$ cat config.mk
export PLATFORM = sky130hd
export DESIGN_NAME = countdown_mmss_flat
export DESIGN_NICKNAME = d
export VERILOG_FILES = /design/src/rtl/countdown_mmss_if.sv /design/src/rtl/countdown_mmss.sv /design/src/flat_wrapper.sv
export SDC_FILE = /design/constraint.sdc
export NUM_CORES = 1
export LEC_CHECK = 0
export CAP_MARGIN = 10
export CORE_UTILIZATION = 50
export CTS_BUF_LIST = sky130_fd_sc_hd__clkbuf_8
export CTS_CLUSTER_DIAMETER = 200
export DETAILED_ROUTE_END_ITERATION = 8
export HOLD_SLACK_MARGIN = 0.02
export PLACE_DENSITY = 0.79
export REMOVE_ABC_BUFFERS = 1
export SYNTH_ARGS = -nofsm -noshare
export SYNTH_HDL_FRONTEND = slang
export SYNTH_SLANG_ARGS = --single-unit
$ cat constraint.sdc
create_clock -name clk -period 2.4 [get_ports clk]
set_input_delay 0.72 -clock clk [delete_from_list [all_inputs] [get_ports clk]]
set_output_delay 0.72 -clock clk [all_outputs]
set_load 0.005 [all_outputs]
$ cat src/rtl/countdown_mmss_if.sv
// Control, preset and display bundle of the mm:ss countdown timer.
// The controlling side (tick source, buttons) is the master and the timer is the slave.
interface countdown_mmss_if;
  logic       en;
  logic       load;
  logic       start;
  logic       stop;
  logic [2:0] ld_mh;
  logic [3:0] ld_ml;
  logic [2:0] ld_sh;
  logic [3:0] ld_sl;
  logic [2:0] mh;
  logic [3:0] ml;
  logic [2:0] sh;
  logic [3:0] sl;
  logic       bw;
  logic       running;
  logic       done;
  logic       alarm;

  modport master (
    output en, load, start, stop, ld_mh, ld_ml, ld_sh, ld_sl,
    input  mh, ml, sh, sl, bw, running, done, alarm
  );

  modport slave (
    input  en, load, start, stop, ld_mh, ld_ml, ld_sh, ld_sl,
    output mh, ml, sh, sl, bw, running, done, alarm
  );
endinterface

$ cat src/rtl/countdown_mmss.sv
// BCD mm:ss countdown timer: loads a preset, counts down once per second tick, then
// holds ALARM for a fixed number of ticks.
//  state | meaning
//  IDLE  | stopped, preset may be loaded
//  RUN   | decrementing on every tick
//  PAUSE | frozen mid-count, preset may be reloaded
//  ALRM  | reached 00:00, alarm held for ALARM_TICKS ticks
module countdown_mmss #(
  parameter int unsigned ALARM_TICKS = 8
) (
  input logic clk,
  input logic rst,
  countdown_mmss_if.slave bus
);
  typedef enum logic [1:0] {IDLE, RUN, PAUSE, ALRM} state_t;

  localparam logic [7:0] ALARM_LOAD = 8'(ALARM_TICKS);

  state_t     state, state_nx;
  logic [2:0] mh_q, mh_nx, mh_d, ld_mh_c;
  logic [3:0] ml_q, ml_nx, ml_d, ld_ml_c;
  logic [2:0] sh_q, sh_nx, sh_d, ld_sh_c;
  logic [3:0] sl_q, sl_nx, sl_d, ld_sl_c;
  logic [7:0] cnt_q, cnt_nx;
  logic       done_q, done_nx;
  logic       is_zero, is_one;

  assign is_zero = (mh_q == 3'd0) && (ml_q == 4'd0) && (sh_q == 3'd0) && (sl_q == 4'd0);
  assign is_one  = (mh_q == 3'd0) && (ml_q == 4'd0) && (sh_q == 3'd0) && (sl_q == 4'd1);

  // Out-of-range preset digits saturate to the largest legal digit.
  assign ld_mh_c = (bus.ld_mh > 3'd5) ? 3'd5 : bus.ld_mh;
  assign ld_ml_c = (bus.ld_ml > 4'd9) ? 4'd9 : bus.ld_ml;
  assign ld_sh_c = (bus.ld_sh > 3'd5) ? 3'd5 : bus.ld_sh;
  assign ld_sl_c = (bus.ld_sl > 4'd9) ? 4'd9 : bus.ld_sl;

  always_comb begin
    mh_d = mh_q;
    ml_d = ml_q;
    sh_d = sh_q;
    sl_d = sl_q - 4'd1;
    if (sl_q == 4'd0) begin
      sl_d = 4'd9;
      if (sh_q != 3'd0) begin
        sh_d = sh_q - 3'd1;
      end else begin
        sh_d = 3'd5;
        if (ml_q != 4'd0) begin
          ml_d = ml_q - 4'd1;
        end else begin
          ml_d = 4'd9;
          mh_d = mh_q - 3'd1;
        end
      end
    end
  end

  always_comb begin
    state_nx = state;
    mh_nx    = mh_q;
    ml_nx    = ml_q;
    sh_nx    = sh_q;
    sl_nx    = sl_q;
    cnt_nx   = cnt_q;
    done_nx  = 1'b0;
    case (state)
      IDLE: begin
        if (bus.load) begin
          {mh_nx, ml_nx, sh_nx, sl_nx} = {ld_mh_c, ld_ml_c, ld_sh_c, ld_sl_c};
        end else if (bus.start && !bus.stop && !is_zero) begin
          state_nx = RUN;
        end
      end
      RUN: begin
        if (bus.stop) begin
          state_nx = PAUSE;
        end else if (bus.en && !is_zero) begin
          {mh_nx, ml_nx, sh_nx, sl_nx} = {mh_d, ml_d, sh_d, sl_d};
          if (is_one) begin
            state_nx = ALRM;
            done_nx  = 1'b1;
            cnt_nx   = ALARM_LOAD;
          end
        end
      end
      PAUSE: begin
        if (bus.load) begin
          {mh_nx, ml_nx, sh_nx, sl_nx} = {ld_mh_c, ld_ml_c, ld_sh_c, ld_sl_c};
        end else if (bus.start && !bus.stop) begin
          state_nx = is_zero ? IDLE : RUN;
        end
      end
      ALRM: begin
        if (bus.load) begin
          {mh_nx, ml_nx, sh_nx, sl_nx} = {ld_mh_c, ld_ml_c, ld_sh_c, ld_sl_c};
          state_nx = IDLE;
          cnt_nx   = 8'd0;
        end else if (bus.stop) begin
          state_nx = IDLE;
          cnt_nx   = 8'd0;
        end else if (bus.en) begin
          if (cnt_q <= 8'd1) begin
            state_nx = IDLE;
            cnt_nx   = 8'd0;
          end else begin
            cnt_nx = cnt_q - 8'd1;
          end
        end
      end
      default: state_nx = IDLE;
    endcase
  end

  always_ff @(posedge clk) begin
    if (rst) begin
      state  <= IDLE;
      mh_q   <= 3'd0;
      ml_q   <= 4'd0;
      sh_q   <= 3'd0;
      sl_q   <= 4'd0;
      cnt_q  <= 8'd0;
      done_q <= 1'b0;
    end else begin
      state  <= state_nx;
      mh_q   <= mh_nx;
      ml_q   <= ml_nx;
      sh_q   <= sh_nx;
      sl_q   <= sl_nx;
      cnt_q  <= cnt_nx;
      done_q <= done_nx;
    end
  end

  assign bus.mh      = mh_q;
  assign bus.ml      = ml_q;
  assign bus.sh      = sh_q;
  assign bus.sl      = sl_q;
  assign bus.running = (state == RUN);
  assign bus.alarm   = (state == ALRM);
  assign bus.done    = done_q;
  assign bus.bw      = (state == RUN) && bus.en && (sh_q == 3'd0) && (sl_q == 4'd0) && !is_zero;
endmodule

$ cat src/flat_wrapper.sv
// flat-port wrapper written by rule: the top's interface ports become plain ports
module countdown_mmss_flat 
#(
  parameter int unsigned ALARM_TICKS = 8
)
  (clk, rst, bus_en, bus_load, bus_start, bus_stop, bus_ld_mh, bus_ld_ml, bus_ld_sh, bus_ld_sl, bus_mh, bus_ml, bus_sh, bus_sl, bus_bw, bus_running, bus_done, bus_alarm);
  countdown_mmss_if bus_i ();
  input logic clk;
  input logic rst;
  input wire logic [$bits(bus_i.en)-1:0] bus_en;
  input wire logic [$bits(bus_i.load)-1:0] bus_load;
  input wire logic [$bits(bus_i.start)-1:0] bus_start;
  input wire logic [$bits(bus_i.stop)-1:0] bus_stop;
  input wire logic [$bits(bus_i.ld_mh)-1:0] bus_ld_mh;
  input wire logic [$bits(bus_i.ld_ml)-1:0] bus_ld_ml;
  input wire logic [$bits(bus_i.ld_sh)-1:0] bus_ld_sh;
  input wire logic [$bits(bus_i.ld_sl)-1:0] bus_ld_sl;
  output wire logic [$bits(bus_i.mh)-1:0] bus_mh;
  output wire logic [$bits(bus_i.ml)-1:0] bus_ml;
  output wire logic [$bits(bus_i.sh)-1:0] bus_sh;
  output wire logic [$bits(bus_i.sl)-1:0] bus_sl;
  output wire logic [$bits(bus_i.bw)-1:0] bus_bw;
  output wire logic [$bits(bus_i.running)-1:0] bus_running;
  output wire logic [$bits(bus_i.done)-1:0] bus_done;
  output wire logic [$bits(bus_i.alarm)-1:0] bus_alarm;
  assign bus_i.en = bus_en;
  assign bus_i.load = bus_load;
  assign bus_i.start = bus_start;
  assign bus_i.stop = bus_stop;
  assign bus_i.ld_mh = bus_ld_mh;
  assign bus_i.ld_ml = bus_ld_ml;
  assign bus_i.ld_sh = bus_ld_sh;
  assign bus_i.ld_sl = bus_ld_sl;
  assign bus_mh = bus_i.mh;
  assign bus_ml = bus_i.ml;
  assign bus_sh = bus_i.sh;
  assign bus_sl = bus_i.sl;
  assign bus_bw = bus_i.bw;
  assign bus_running = bus_i.running;
  assign bus_done = bus_i.done;
  assign bus_alarm = bus_i.alarm;
  countdown_mmss #(.ALARM_TICKS(ALARM_TICKS)) u_core (.clk(clk), .rst(rst), .bus(bus_i));
endmodule
Word level (Yosys, flattened, before mapping)
Index checks and enable logic that the tools add are counted.

operators by class
  bitwise operators = 2
  order comparisons = 5
  multiplexer cells = 51
  equality and inequality tests = 19
  add/subtract/negate cells = 5
  reduce and logical (&&, ||, !) cells = 29

operator list
  kind                                                                               number
  8-bit two-way mux                                                                  7
  4-bit two-way mux                                                                  12
  3-bit two-way mux                                                                  13
  2-bit two-way mux                                                                  11
  4-bit one-hot mux with 2 select lines                                              2
  8-bit one-hot mux with 2 select lines                                              1
  2-bit by 1-bit inequality test with 1-bit output (second input constant)           6
  3-bit one-hot mux with 2 select lines                                              2
  1-bit logical AND                                                                  11
  2-bit inequality test (second input constant)                                      5
  5-bit AND reduction                                                                2
  4-bit greater-than comparator (second input constant)                              2
  8-bit by 1-bit less-or-equal comparator with 1-bit output (second input constant)  1
  4-bit zero test                                                                    2
  2-bit one-hot mux with 4 select lines                                              1
  8-bit AND reduction                                                                1
  4-bit by 1-bit subtractor with 4-bit output (second input constant)                2
  8-bit by 1-bit subtractor with 8-bit output (second input constant)                1
  3-bit greater-than comparator (second input constant)                              2
  3-bit zero test                                                                    2
  3-bit by 2-bit inequality test with 1-bit output (second input constant)           2
  6-bit AND reduction                                                                1
  3-bit by 1-bit subtractor with 3-bit output (second input constant)                2
  2-bit == test (second input constant)                                              2
  15 further kinds                                                                   18

word-level totals
  bits in registers = 25
  input port bits = 20
  output and inout bits = 18

Depth between registers and ports, before layout
  depth in word-level cells = 9
  gate-level depth with buffers = 8
  depth with buffers taken out = 7

Worst setup path after synthesis
Ideal clock, no wire load.

  path type = input -> register
  start = input bus_en
  end = register u_core.cnt_q[1]
  stages on the path = 6
  library setup time = 68 ps
  setup slack = 321 ps
  arrival = 2011 ps
  path through = and4bb_2 nand4_2 o41a_1 buf_6 or3_4 a21oi_2

on the way
  cells in the longest elaborated chain, start to end = 3

ends and longest elaborated chain
  item                                                               RTL line               source
  from (decl)                                                        flat_wrapper.sv:10     input wire logic [$bits(bus_i.en)-1:0] bus_en;
  1-bit logical AND                                                  countdown_mmss.sv:77   end else if (bus.en && !is_zero) begin
  2-bit by 1-bit inequality test with 1-bit output (no source line)  --
  5-bit AND reduction (no source line) *                             --
  to (signal assigned)                                               countdown_mmss.sv:129  cnt_q <= cnt_nx;
  to (decl)                                                          countdown_mmss.sv:24   logic [7:0] cnt_q, cnt_nx;

Mark *: on every way between the ends. The rest lies on a longest branch, timed or not.
A chain may end at the register's enable or synchronous reset.

Final worst setup path
  start = register u_core.state[1]
  end = output bus_running

on the way
  cells in the longest elaborated chain, start to end = 1

ends and longest elaborated chain
  item                                      RTL line               source
  from (decl)                               countdown_mmss.sv:19   state_t state, state_nx;
  from (signal assigned)                    countdown_mmss.sv:124  state <= state_nx;
  2-bit by 1-bit == test with 1-bit output  countdown_mmss.sv:138  assign bus.running = (state == RUN);
  to (decl)                                 flat_wrapper.sv:23     output wire logic [$bits(bus_i.running)-1:0] bus_running;

No other way between the ends.

==> summary.md <==
| Metric | Value |
|---|---|
| Run status | completed |
| Routed WL | 4.26 mm |
| Post-DP HPWL | 3.19 mm |
| Pins Over Slew Limit | 0 |
| # IOs | 38 |
| Row count | 20 |
| Clock tree sinks | 25 |
| Leak Pwr | 0.882 nW |
| CTS Buffer Depth | 2 |
| Worst path slowest cell | clkdlybuf4s50_1 |
| Via count | 1871 |
| CTS tree | done |
| Post-synth cell types | 52 |
| Met1 wire length | 2.13 mm |
| # DRC | 0 |
| Vias in the first global route | 1635 |
| N_diodes | 0 |
| Die H | 60.5 um |
| 1st-pass router iterations | 4 |
| PortBufs | 37 |
| Met2 wire len | 1.91 mm |
| DR top layer | met4 |
| Post-synth EDFFs | 0 |
| Synth Register Bits | 25 |
| Starting Density | 54.3% |
| All-layer global routing usage | 25.3% |
| Die Wd | 60.5 um |
| Dpl ws | -0.467 ns |
| Crit path required time | 1.68 ns |
| Drt initial violations | 86 |
| CP cell instances | nand2b_1 > inv_1 > buf_4 > clkdlybuf4s50_1 |
| FMAX | 0.444 GHz |
| Met3 wire length | 201 um |
| Main synth FF type | dfxtp_1 |
| Total CTS buffers | 3 |
| Cts hold-fix bufs | 0 |
| Die area | 3660 sq um |
| Synth warnings | 0 |
| RSZ-0062 raised after global routing | no |
| Crit path max fanout | 10 |
| WS Path Type | reg2out |
| Avg WL per Cell | 13.0 um |
| Antenna violations before repair | 0 |
| Measured slew at the worst slew-check pin | 0.687 ns |
| Post-CTS setup buffer count | 0 |
| Final period utilization | 93.8% |
| Worst EP arrival | 1.53 ns |
| CTS Root Cell | clkbuf_8 |
| Placer Congestion | 0.876 |
| Core footprint | 3150 sq um |
| Global-route wire length before repair | 7.25 mm |
| Nets | 309 |
| Final WS setup | 0.148 ns |
| Max incr delay on CP | 0.51 ns |
| Clk pin slew, worst setup/hold paths | 0.09 ns |
| Clock Latency Late Sink | 0.27 ns |
| H-tree levels | 1 |
| Final setup vio count | 0 |
| Fin crit period | 2.25 ns |
| Final Skew | 0.00493 ns |
| ANT nets after route | 0 |
| Peak supply drop | 0.237 mV |
| Fin Setup TNS | 0 ns |
| Min-Delay Path Class | reg2reg |
| Worst slew margin | 53.8% |
| Mapped Cells | 224 |
| Ys async rst share | 0% |
| Mean Syn Cell Area | 7.65 sq um |
| Crit. End Element | output pin |
| Final hold violation count | 0 |
| Post-synthesis sequential area ratio | 29.2% |
| Mapped cell area | 1710 sq um |
| Vias/cell | 5.70 |
| Power Total | 0.991 mW |
| Share of cells above drive strength 1 | 16.9% |
| CTS-repair resized insts | 6 |
| Layout overhead on the synthesized area | 35.8% |
| Max cap viols | 0 |
| Pwr dens | 426 nW/um^2 |
| Gr ovfl total | 0 |
| Worst Setup Start Kind | register |
| Largest net degree at the start of global routing | 28 |
[worst paths after layout]
kind                         start          endpoint  slack, ns  depth (start not counted)
setup / recovery   u_core.state[1]       bus_running       0.15                          4
hold / removal     u_core.cnt_q[1]   u_core.cnt_q[1]       0.51                          2
setup reg to reg  u_core.bus.sl[2]  u_core.bus.mh[1]       0.33                          6
hold reg to reg    u_core.cnt_q[1]   u_core.cnt_q[1]       0.51                          2
[worst max-delay path: cells and delay by family, from the launching register on]
kind	cells	cell delay (ns)
buf+inv	3	0.77
flops	1	0.32
simple gates	1	0.17
[state kept, by name (all words and copies together), names as in the netlist]
| name | count |
|---|---|
| u_core.bus.mh | 3 |
| u_core.state | 2 |
| u_core.bus.ml | 4 |
| u_core.bus.sl | 4 |
| u_core.bus.sh | 3 |
| u_core.bus.done | 1 |
| u_core.cnt_q | 8 |
[where the power goes]
| group | leakage, nW | internal (mW) | switching [mW] |
|---|---|---|---|
| Sequential | 0.204 | 0.434 | 0.0169 |
| Clock | 0.0269 | 0.115 | 0.138 |
| Combinational | 0.651 | 0.151 | 0.136 |
[cells by family (layout without fill, tap and decap cells)]
family / after synthesis / count (layout) / synth area share (%)
buffers and inverters: 23 / 83 / 7.38
AOI/OAI and AO/OA: 76 / 76 / 27.8
adders and majority gates: 4 / 4 / 2.92
muxes: 3 / 3 / 1.75
DFF: 25 / 25 / 29.2
and+or+nand+nor: 93 / 93 / 30.9
[synthesized netlist by cell type (2+ instances only)]
cell type,instances,area (sq um)
nand2b_1,5,31.3
clkbuf_1,5,18.8
a311oi_1,3,26.3
dfxtp_1,25,500
and4bb_2,2,25.0
nor2_1,29,109
o311ai_0,2,17.5
nor3_1,13,65.1
nand3_1,4,20.0
a31oi_1,8,50.1
o211ai_1,3,22.5
o21ai_0,18,90.1
ha_1,4,50.1
o31ai_1,2,15.0
buf_6,3,33.8
nor4_1,5,31.3
inv_1,12,45.0
or4_1,4,30.0
mux2i_1,3,30.0
nand2_1,10,37.5
a211oi_1,7,52.6
nor2b_1,2,12.5
or3_1,3,18.8
a21oi_1,23,115
and2_1,2,12.5
[metrics by stage]
stage,util (%),std cells,instance area [sq um],hold slack (ns)
after floorplan,-,213,1630,0.456
after global placement,72.4,324,2280,0.478
after detailed placement,72.4,324,2280,0.491
after CTS,73.8,328,2330,0.505
after global routing,73.8,328,2330,0.552
final,73.8,328,2330,0.508
[final cells by class]
| cell class | instances | area [sq um] |
|---|---|---|
| Tap cell | 44 | 55.1 |
| Fill cell | 285 | 827 |
| Inverter | 12 | 45.0 |
| Clock buffer | 3 | 41.3 |
| Timing Repair Buffer | 67 | 589 |
| Multi-Input combinational cell | 176 | 1090 |
| Clock inverter | 1 | 3.75 |
| Sequential cell | 25 | 500 |
[per-layer routing]
| metal | track usage, % | vias up |
|---|---|---|
| met2 | 40.7 | 61 |
| met3 | 2.56 | 2 |
| li1 | - | 956 |
| met1 | 37.3 | 852 |
| met4 | 3.90 | 0 |
| met5 | 0 | - |
[cells in the final DEF (no fill, tap or decap), types with 2 or more instances in the layout]
master / instances
nand2b_1: 5
dfxtp_1: 25
a311oi_1: 3
nand3_1: 4
ha_1: 4
o311ai_0: 2
nor4_1: 5
mux2i_1: 3
or4_1: 4
o21ai_0: 18
clkdlybuf4s50_1: 35
a211oi_1: 6
buf_4: 30
nand2_1: 10
o31ai_1: 2
nor2b_1: 2
clkbuf_8: 3
o211ai_1: 3
a21oi_1: 23
inv_1: 13
a31oi_1: 8
nor2_1: 29
and4bb_2: 2
nor3_1: 13
and2_1: 2
or3_1: 3
Power figures use the tool's default switching activity.
